--- config.mk ---
export PLATFORM = sky130hd
export DESIGN_NAME = cgra_col_ctrl
export DESIGN_NICKNAME = d
export VERILOG_FILES = /design/src/rtl/cgra_col_ctrl.sv
export SDC_FILE = /design/constraint.sdc
export NUM_CORES = 1
export LEC_CHECK = 0
export CAP_MARGIN = 20
export CORE_MARGIN = 1.5
export CORE_UTILIZATION = 50
export DETAILED_ROUTE_END_ITERATION = 16
export DONT_BUFFER_PORTS = 1
export PLACE_DENSITY = 0.71
export SYNTH_ARGS = -nofsm -noshare
export SYNTH_HDL_FRONTEND = slang
export SYNTH_SLANG_ARGS = --single-unit
export TNS_END_PERCENT = 5
--- constraint.sdc ---
create_clock -name clk_i -period 2.15 [get_ports clk_i]
set_clock_uncertainty 0.1 [all_clocks]
set_input_delay 0.1075 -clock clk_i [delete_from_list [all_inputs] [get_ports clk_i]]
set_output_delay 0.1075 -clock clk_i [all_outputs]
set_load 0.01 [all_outputs]
--- src/rtl/cgra_col_ctrl.sv ---
// CGRA column controller: configures requested columns one at a time in ascending order, releases them together, tracks per-column PCs.
// Request to first col_start is 1 cycle; imem_gnt_i throttles fetches; optional kernel-tag cache under CGRA_COL_CTRL_KCACHE_EN.
module cgra_col_ctrl #(
    parameter int N_COL     = 4,
    parameter int PC_W      = 5,
    parameter int IMEM_AW   = 7,
    parameter int KID_W     = 4,
    parameter int MUL_STALL = 3
) (
    input  logic                    clk_i,
    input  logic                    rst_ni,
    input  logic [N_COL-1:0]        acc_req_i,
    input  logic [KID_W-1:0]        ker_id_i,
    input  logic [PC_W-1:0]         ker_n_instr_i,
    input  logic [IMEM_AW-1:0]      ker_imem_add_i,
    output logic                    imem_req_o,
    output logic [IMEM_AW-1:0]      imem_radd_o,
    input  logic                    imem_gnt_i,
    input  logic                    imem_rvalid_i,
    input  logic [N_COL-1:0]        br_req_i,
    input  logic [N_COL*PC_W-1:0]   br_add_i,
    input  logic [N_COL-1:0]        rcs_stall_i,
    input  logic [N_COL-1:0]        data_stall_i,
    input  logic [N_COL-1:0]        exec_end_i,
    output logic [N_COL*PC_W-1:0]   pc_o,
    output logic [N_COL-1:0]        conf_we_o,
    output logic [N_COL-1:0]        conf_re_o,
    output logic [N_COL-1:0]        pc_e_o,
    output logic [N_COL-1:0]        col_e_o,
    output logic [N_COL-1:0]        col_rst_o,
    output logic [N_COL-1:0]        conf_ack_o,
    output logic [N_COL-1:0]        col_start_o,
    output logic                    acc_ack_o,
    output logic [N_COL-1:0]        acc_end_o
);

    typedef enum logic [1:0] {G_IDLE, G_CONF, G_DONE} g_state_t;
    typedef enum logic [2:0] {C_RESET, C_IDLE, C_CONF, C_SYNCH, C_EXEC, C_DONE} c_state_t;

    localparam logic [2:0] STALL_RLD = 3'(MUL_STALL - 1);

    g_state_t               g_q, g_d;
    c_state_t               cs_q [N_COL];
    c_state_t               cs_d [N_COL];
    logic [N_COL-1:0]       req_q;
    logic [IMEM_AW-1:0]     radd_q;
    logic [PC_W-1:0]        issued_q, rcvd_q;
    logic [PC_W-1:0]        pc_q [N_COL];
    logic [2:0]             scnt_q [N_COL];
    logic [N_COL-1:0]       hit, stall;
    logic                   any_conf, pend_found;

`ifdef CGRA_COL_CTRL_KCACHE_EN
    logic [KID_W-1:0]       tag_q [N_COL];
    logic [N_COL-1:0]       tag_vld_q;

    always_ff @(posedge clk_i or negedge rst_ni) begin
        if (!rst_ni) begin
            tag_vld_q <= '0;
            for (int c = 0; c < N_COL; c++) tag_q[c] <= '0;
        end else if (acc_ack_o) begin
            for (int c = 0; c < N_COL; c++) begin
                if (req_q[c]) begin
                    tag_q[c]     <= ker_id_i;
                    tag_vld_q[c] <= 1'b1;
                end
            end
        end
    end

    always_comb begin
        hit = '0;
        for (int c = 0; c < N_COL; c++) hit[c] = tag_vld_q[c] && (tag_q[c] == ker_id_i);
    end
`else
    assign hit = '0;
`endif

    always_comb begin
        stall = '0;
        for (int c = 0; c < N_COL; c++)
            stall[c] = (cs_q[c] == C_EXEC) && rcs_stall_i[c] && (scnt_q[c] != 3'd0);
    end

    always_comb begin
        conf_we_o   = '0;
        conf_re_o   = '0;
        pc_e_o      = '0;
        col_e_o     = '0;
        col_rst_o   = '0;
        conf_ack_o  = '0;
        col_start_o = '0;
        acc_end_o   = '0;
        imem_req_o  = 1'b0;
        any_conf    = 1'b0;
        pend_found  = 1'b0;
        acc_ack_o   = (g_q == G_CONF);
        g_d         = g_q;
        for (int c = 0; c < N_COL; c++) begin
            cs_d[c] = cs_q[c];
            if (cs_q[c] == C_CONF) any_conf = 1'b1;
            if (req_q[c] && cs_q[c] != C_SYNCH) acc_ack_o = 1'b0;
        end
        // Lowest unconfigured column gets the slot; a column still executing an older kernel holds everyone back.
        if (g_q == G_CONF && !any_conf) begin
            for (int c = 0; c < N_COL; c++) begin
                if (!pend_found && req_q[c] && cs_q[c] != C_SYNCH) begin
                    pend_found = 1'b1;
                    if (cs_q[c] == C_IDLE) col_start_o[c] = 1'b1;
                end
            end
        end
        for (int c = 0; c < N_COL; c++) begin
            case (cs_q[c])
                C_RESET: begin
                    col_rst_o[c] = 1'b1;
                    cs_d[c]      = C_IDLE;
                end
                C_IDLE: if (col_start_o[c]) cs_d[c] = C_CONF;
                C_CONF: begin
                    col_e_o[c] = 1'b1;
                    if (hit[c] || rcvd_q == ker_n_instr_i) begin
                        col_rst_o[c] = 1'b1;
                        cs_d[c]      = C_SYNCH;
                    end else begin
                        conf_we_o[c] = 1'b1;
                        pc_e_o[c]    = imem_rvalid_i;
                        if (issued_q < ker_n_instr_i) imem_req_o = 1'b1;
                    end
                end
                C_SYNCH: begin
                    col_e_o[c]    = 1'b1;
                    conf_ack_o[c] = 1'b1;
                    if (acc_ack_o) cs_d[c] = C_EXEC;
                end
                C_EXEC: begin
                    col_e_o[c]   = 1'b1;
                    conf_re_o[c] = 1'b1;
                    pc_e_o[c]    = ~exec_end_i[c] & ~stall[c] & ~data_stall_i[c];
                    if (exec_end_i[c] && !stall[c] && !data_stall_i[c]) cs_d[c] = C_DONE;
                end
                C_DONE: begin
                    col_rst_o[c] = 1'b1;
                    acc_end_o[c] = 1'b1;
                    cs_d[c]      = C_IDLE;
                end
                default: cs_d[c] = C_RESET;
            endcase
        end
        case (g_q)
            G_IDLE:  if (acc_req_i != '0) g_d = G_CONF;
            G_CONF:  if (acc_ack_o) g_d = G_DONE;
            default: g_d = G_IDLE;
        endcase
    end

    always_ff @(posedge clk_i or negedge rst_ni) begin
        if (!rst_ni) begin
            g_q      <= G_IDLE;
            req_q    <= '0;
            radd_q   <= '0;
            issued_q <= '0;
            rcvd_q   <= '0;
        end else begin
            g_q <= g_d;
            if (g_q == G_IDLE && acc_req_i != '0) begin
                req_q  <= acc_req_i;
                radd_q <= ker_imem_add_i;
            end else if (imem_req_o && imem_gnt_i) begin
                radd_q <= radd_q + 1'b1;
            end
            // Only one column configures at a time, so the fetch counters are shared.
            if (col_start_o != '0) begin
                issued_q <= '0;
                rcvd_q   <= '0;
            end else begin
                if (imem_req_o && imem_gnt_i) issued_q <= issued_q + 1'b1;
                if (imem_rvalid_i && conf_we_o != '0) rcvd_q <= rcvd_q + 1'b1;
            end
        end
    end

    always_ff @(posedge clk_i or negedge rst_ni) begin
        if (!rst_ni) begin
            for (int c = 0; c < N_COL; c++) begin
                cs_q[c]   <= C_RESET;
                pc_q[c]   <= '0;
                scnt_q[c] <= STALL_RLD;
            end
        end else begin
            for (int c = 0; c < N_COL; c++) begin
                cs_q[c] <= cs_d[c];
                if (col_rst_o[c])     pc_q[c] <= '0;
                else if (br_req_i[c]) pc_q[c] <= br_add_i[c*PC_W +: PC_W];
                else if (pc_e_o[c])   pc_q[c] <= pc_q[c] + 1'b1;
                // Re-arm only once the stall request is gone, so one held request costs exactly MUL_STALL-1 cycles.
                if (col_rst_o[c])     scnt_q[c] <= STALL_RLD;
                else if (stall[c])    scnt_q[c] <= scnt_q[c] - 1'b1;
                else if (scnt_q[c] == 3'd0 && pc_e_o[c] && !rcs_stall_i[c])
                    scnt_q[c] <= STALL_RLD;
            end
        end
    end

    assign imem_radd_o = radd_q;

    always_comb begin
        pc_o = '0;
        for (int c = 0; c < N_COL; c++) pc_o[c*PC_W +: PC_W] = pc_q[c];
    end

endmodule

After elaboration in Yosys (flattened, before gate mapping)
Cells that the tools add are included.
Operators by class
  add/sub/neg operators: 11
  $mul: 0
  div/mod/pow operators: 0
  order comparisons: 1
  equality and inequality tests: 44
  shifts and indexed selects: 0
  multiplexer cells: 113
  bitwise gates (word level): 20
  reduce and logical (&&, ||, !) cells: 94
Operator list (count)
  5-bit two-way mux: 16
  3-bit two-way mux: 22
  3-bit one-hot mux with 5 select lines: 4
  1-bit two-way mux: 57
  1-bit logical AND: 38
  3-bit nonzero test: 12
  5-bit by 1-bit adder with 5-bit output (second input constant): 6
  3-bit by 2-bit == test with 1-bit output (second input constant): 8
  3-bit == test (second input constant): 8
  3-bit zero test: 8
  2-bit inequality test (second input constant): 10
  1-bit zero test: 16
  2-bit by 1-bit inequality test with 1-bit output (second input constant): 8
  1-bit one-hot mux with 2 select lines: 8
  4-bit AND reduction: 4
  7-bit two-way mux: 2
  3-bit by 1-bit == test with 1-bit output (second input constant): 4
  3-bit by 2-bit inequality test with 1-bit output (second input constant): 4
  1-bit NOT: 12
  4-bit nonzero test: 3
  3-bit OR reduction: 4
  3-bit by 1-bit subtractor with 3-bit output (second input constant): 4
  1-bit AND: 8
  2-bit OR reduction: 4
  other kinds (10): 13
Word-level totals
  register bits after elaboration: 67
  bits in latches: 0
  RAM bits: 0
  bits in read-only memories: 0
  bits of input ports: 60
  output and inout port bits: 61
  memories kept: 0

Logic depth before layout (Yosys ltp)
  depth after elaboration: 25
  depth in mapped cells: 10

Least setup slack after synthesis
No wires, ideal clock.
  path type: reg2reg
  from: register scnt_q[7] in the netlist's numbering
  to: register scnt_q[7] in the netlist's numbering
  data arrival time: 2.163 ns
  required time: 1.962 ns
  slack: -0.201 ns
  stages on the path, launching flop included: 10
  path buffers: 0
  cells stage by stage: dfstp_2 -> inv_1 -> ha_1 -> ha_1 -> nor2b_1 -> nor4_1 -> nor3_2 -> inv_2 -> a311o_1 -> a2bb2oi_1
On the way
  longest elaborated chain between the ends: 9
  elaborated cells on any way between the ends: 13
  classes of those cells: 1 x add/sub; 3 x mux; 3 x bitwise; 6 x reduce/logical
RTL lines
  start: declaration: RTL line 49  | logic [2:0] scnt_q [N_COL];
  start signal: indexed assignment: RTL line 198  | else if (stall[c]) scnt_q[c] <= scnt_q[c] - 1'b1;
  3-bit nonzero test: RTL line 82  | stall[c] = (cs_q[c] == C_EXEC) && rcs_stall_i[c] && (scnt_q[c] != 3'd0);
  1-bit logical AND: RTL line 82
  1-bit NOT: RTL line 139  | pc_e_o[c] = ~exec_end_i[c] & ~stall[c] & ~data_stall_i[c];
  1-bit AND (2 in a row): RTL line 139
  1-bit one-hot mux with 2 select lines: RTL line 114  | case (cs_q[c])
  named net pc_e_o[1]: RTL line 28  | output logic [N_COL-1:0] pc_e_o,
  1-bit logical AND (2 in a row): RTL line 199  | else if (scnt_q[c] == 3'd0 && pc_e_o[c] && !rcs_stall_i[c])
  3-bit nonzero test (no line)
The timed path passes the listed nets, and every way through them passes these cells.
A chain may end at the register's enable or synchronous reset.

Worst setup path in the final report
  from: register cs_q[8] in the netlist's numbering
  to: output imem_req_o
On the way
  longest elaborated chain between the ends: 8
RTL lines
  start: declaration: RTL line 43  | c_state_t cs_q [N_COL];
  start signal: indexed assignment: RTL line 192  | cs_q[c] <= cs_d[c];
  3-bit by 2-bit == test with 1-bit output (*): RTL line 114
  1-bit two-way mux (*): RTL line 114
  1-bit two-way mux: RTL line 128  | if (issued_q < ker_n_instr_i) imem_req_o = 1'b1;
  1-bit two-way mux: RTL line 122  | if (hit[c] || rcvd_q == ker_n_instr_i) begin
  1-bit two-way mux (*): RTL line 114
  1-bit two-way mux: RTL line 128
  1-bit two-way mux: RTL line 122
  1-bit two-way mux (*): RTL line 114
  end: declaration: RTL line 16  | output logic imem_req_o,
Mark *: on every way between the ends. The rest lies on a longest branch, timed or not.

==> results.yml <==
placement:
  dp_cells: 625
  port-buffer-count: 0
  dpl.hpwl_um: 7687
  globalplace.congestion: 0.8144
sta:
  fmax_ghz: 0.4415
  rsz0062_at_grt: "true"
  worst_slew_pin_slew_ns: 0.4015
  period_share_pct: 105.4
  min_period_ns: 2.265
  setup_slack_ns: -0.1151
  hold_violations: 0
  holdWs_ns: 0.03383
  relSlewSlack_pct: 72.95
  maxSlewViolCount: 0
  setup_viol: 20
cts:
  cts_num_sinks: 67
  clkSlewWorstSetupHoldPaths_ns: 0.08
  cts_buffers: 9
  insertion_delay_ns: 0.35
  htree_num_levels: 3
  root_buffer: "clkbuf_8"
  clk_path_buf_depth: 2
  tritoncts: "yes"
final_layout:
  final_cells: 705
  drive_above_1_share_pct: 27.33
  layout-area-overhead-vs-synth_pct: 41.44
  diodes: 0
  nNetsFinal: 674
  final_core_util_pct: 72.30
grt:
  top_usage_layer: "met2"
  use_met3_pct: 5.797
  grt_pass1_wl_um: 19120
  grtUsageTotal_pct: 27.52
  grt_pass1_vias: 4140
  grt_max_degree: 68
  grtUsageMet1_pct: 32.91
  antenna_found_initial: 0
  grt.overflow.total: 0
  met2_usage_pct: 47.66
drt:
  drc: 0
  vias: 4099
  wirelength_um: 12210
  wire_per_inst_um: 17.32
  vias_per_cell: 5.814
  firstDrtPassIters: 5
  final_antenna_net_count: 0
  drtIter0Drc: 281
yosys:
  avgSynthCellArea_um2: 8.910
  synth_edf_count: 0
  async_flop_share_pct: 100.0
  yosys-top-cells-area: "dfrtp_1 38%, ha_1 5.7%, nand2_1 4.3%"
  synth_commonest_cells: "63 x dfrtp_1, 48 x nand2_1, 44 x nor2_1"
  synth_most_common_cell: "dfrtp_1"
  synth-seq-cells: 67
  syn_nets: 548
  ys_types: 61
  netlist_area_um2: 4179
  yosysTopAreaCellShare_pct: 37.72
  yosys.area.top_type: "dfrtp_1"
  ys_seq_area_share_pct: 40.24
  ys.flop_type: "dfrtp_1"
  yosys_warnings: 0
  synthCells: 469
status:
  violations: "negative setup slack"
  status: "finished, violations left"
worst_setup_path:
  cp_slowest_stage_delay_ns: 0.45
  critPathLaunchType: "flip-flop"
  arrival_ns: 2.06
  crit_chain: "buf_4, or3b_4, o2111a_1, o21ba_4, buf_4, and3b_2"
  path_class: "flip-flop to output port"
  critPathTopFamily: "simple AND/OR/NAND/NOR gates"
  cp.required_ns: 1.94
  end_kind: "output port"
  cp_slowest_cell: "dfrtp_2"
  crit_fanout: 7
  path_buf_inv: 2
  path_common_cell: "buf_4"
die:
  die_x_um: 94.42
  die_h_um: 94.42
  dieArea_um2: 8915
  placeableCoreArea_um2: 8175
  rows: 33
  io_pins: 121
  initial_core_util_pct: 51.12
power:
  powerDensity_nw_per_um2: 1265
  p_leak_uw: 0.002729
  ir_drop_uv: 800.1
flow_run:
  maxCapViolations: 0
hold_path:
  hp-class: "input port to flip-flop"
-- what timing repair did --
| action | CTS | global route |
|---|---|---|
| hold buffers | 45 | 0 |
| endpoints found under the setup margin | 38 | 62 |
| endpoints found under the hold margin | 109 | 0 |
| setup buffers | 12 | 7 |
| pin swaps | 6 | 26 |
| resized for setup | 35 | 38 |
-- power by group --
| part | switching, µW | leakage [µW] | internal [µW] | total, µW |
|---|---|---|---|---|
| clock | 504 | 0.000123 | 804 | 1310 |
| sequential | 599 | 0.000827 | 1730 | 2320 |
| combinational | 1930 | 0.00178 | 1910 | 3840 |
| total | 3030 | 0.00273 | 4440 | 7470 |
-- cells by family (layout without fill, tap and decap cells) --
family	count (synthesis)	after routing	synth area share, %
simple gates	190	190	24.16
fa+ha+maj	19	19	5.689
buf+inv	55	186	5.629
compound gates	103	103	16.71
flops	67	67	40.24
xor+xnor	28	28	5.868
mux	7	7	1.707
-- final timing paths --
kind / start / end / slack [ns] / depth (start not counted)
max reg2reg: cs_q[8] / cs_q[0] / -0.09 / 9
min reg2reg: scnt_q[4] / scnt_q[4] / 0.40 / 1
min in group asynchronous: rst_ni / scnt_q[3] / 0.25 / 2
min: imem_rvalid_i / rcvd_q[3] / 0.03 / 4
max: cs_q[8] / imem_req_o / -0.12 / 6
max in group asynchronous: rst_ni / scnt_q[7] / 1.37 / 2
-- flip-flops by register name (all words and copies together) (netlist names) --
signal / flops
imem_radd_o: 7
scnt_q: 12
pc_o: 20
issued_q: 5
cs_q: 12
rcvd_q: 5
g_q: 2
req_q: 4
-- placed cells by master (no fill, tap or decap), types with 5 or more instances in the layout --
cell type,count
dlygate4sd3_1,44
nand4_1,7
nor3_1,9
a21o_1,5
xor2_1,11
nand3_1,15
nand2_1,46
inv_1,33
clkbuf_8,10
a211oi_1,11
nand2b_1,6
ha_4,5
ha_1,12
buf_6,10
o21ai_1,15
inv_2,6
o21ai_0,7
xnor2_1,16
mux2i_1,6
dfrtp_1,61
buf_4,72
a31oi_1,7
a21oi_1,23
nor2_1,41
nor2b_4,5
-- stage by stage --
step / total power [µW] / worst slack (ns) / cell area [µm²] / TNS (ns)
floorplan: 4246 / -0.06440 / 4198 / -0.2905
global placement: 5279 / -0.06410 / 4742 / -0.4048
detailed placement: 5388 / -0.1495 / 4742 / -1.437
CTS: 7106 / -0.05469 / 5713 / -0.2485
global route: 7973 / -0.2110 / 5911 / -4.833
finish: 7474 / -0.1151 / 5911 / -0.8808
-- worst register-to-register path, cell delays in order, from the launching register on --
cell      delay (ns)
dfrtp_2         0.45
buf_4           0.15
or3b_4          0.38
o2111a_1        0.14
buf_4           0.14
nor2b_4         0.14
and2_4          0.16
buf_4           0.15
a221o_1         0.28
o221ai_2        0.07
-- area by class of cell --
type                            count  area [µm²]
Timing Repair Buffer              129        1161
Inverter                           41       153.9
Fill cell                         589        2265
Sequential cell                    67        1684
Tap cell                          105       131.4
Clock inverter                      6       111.4
Multi-Input combinational cell    347        2531
Clock buffer                       10       137.6
-- routing by layer --
layer	part of all wire [%]	wire length (µm)
met2	51	6249
met5	0	0
met1	40	4896
met3	5.8	704
met4	3.0	361
No activity file was read; power rests on OpenSTA's default activity.
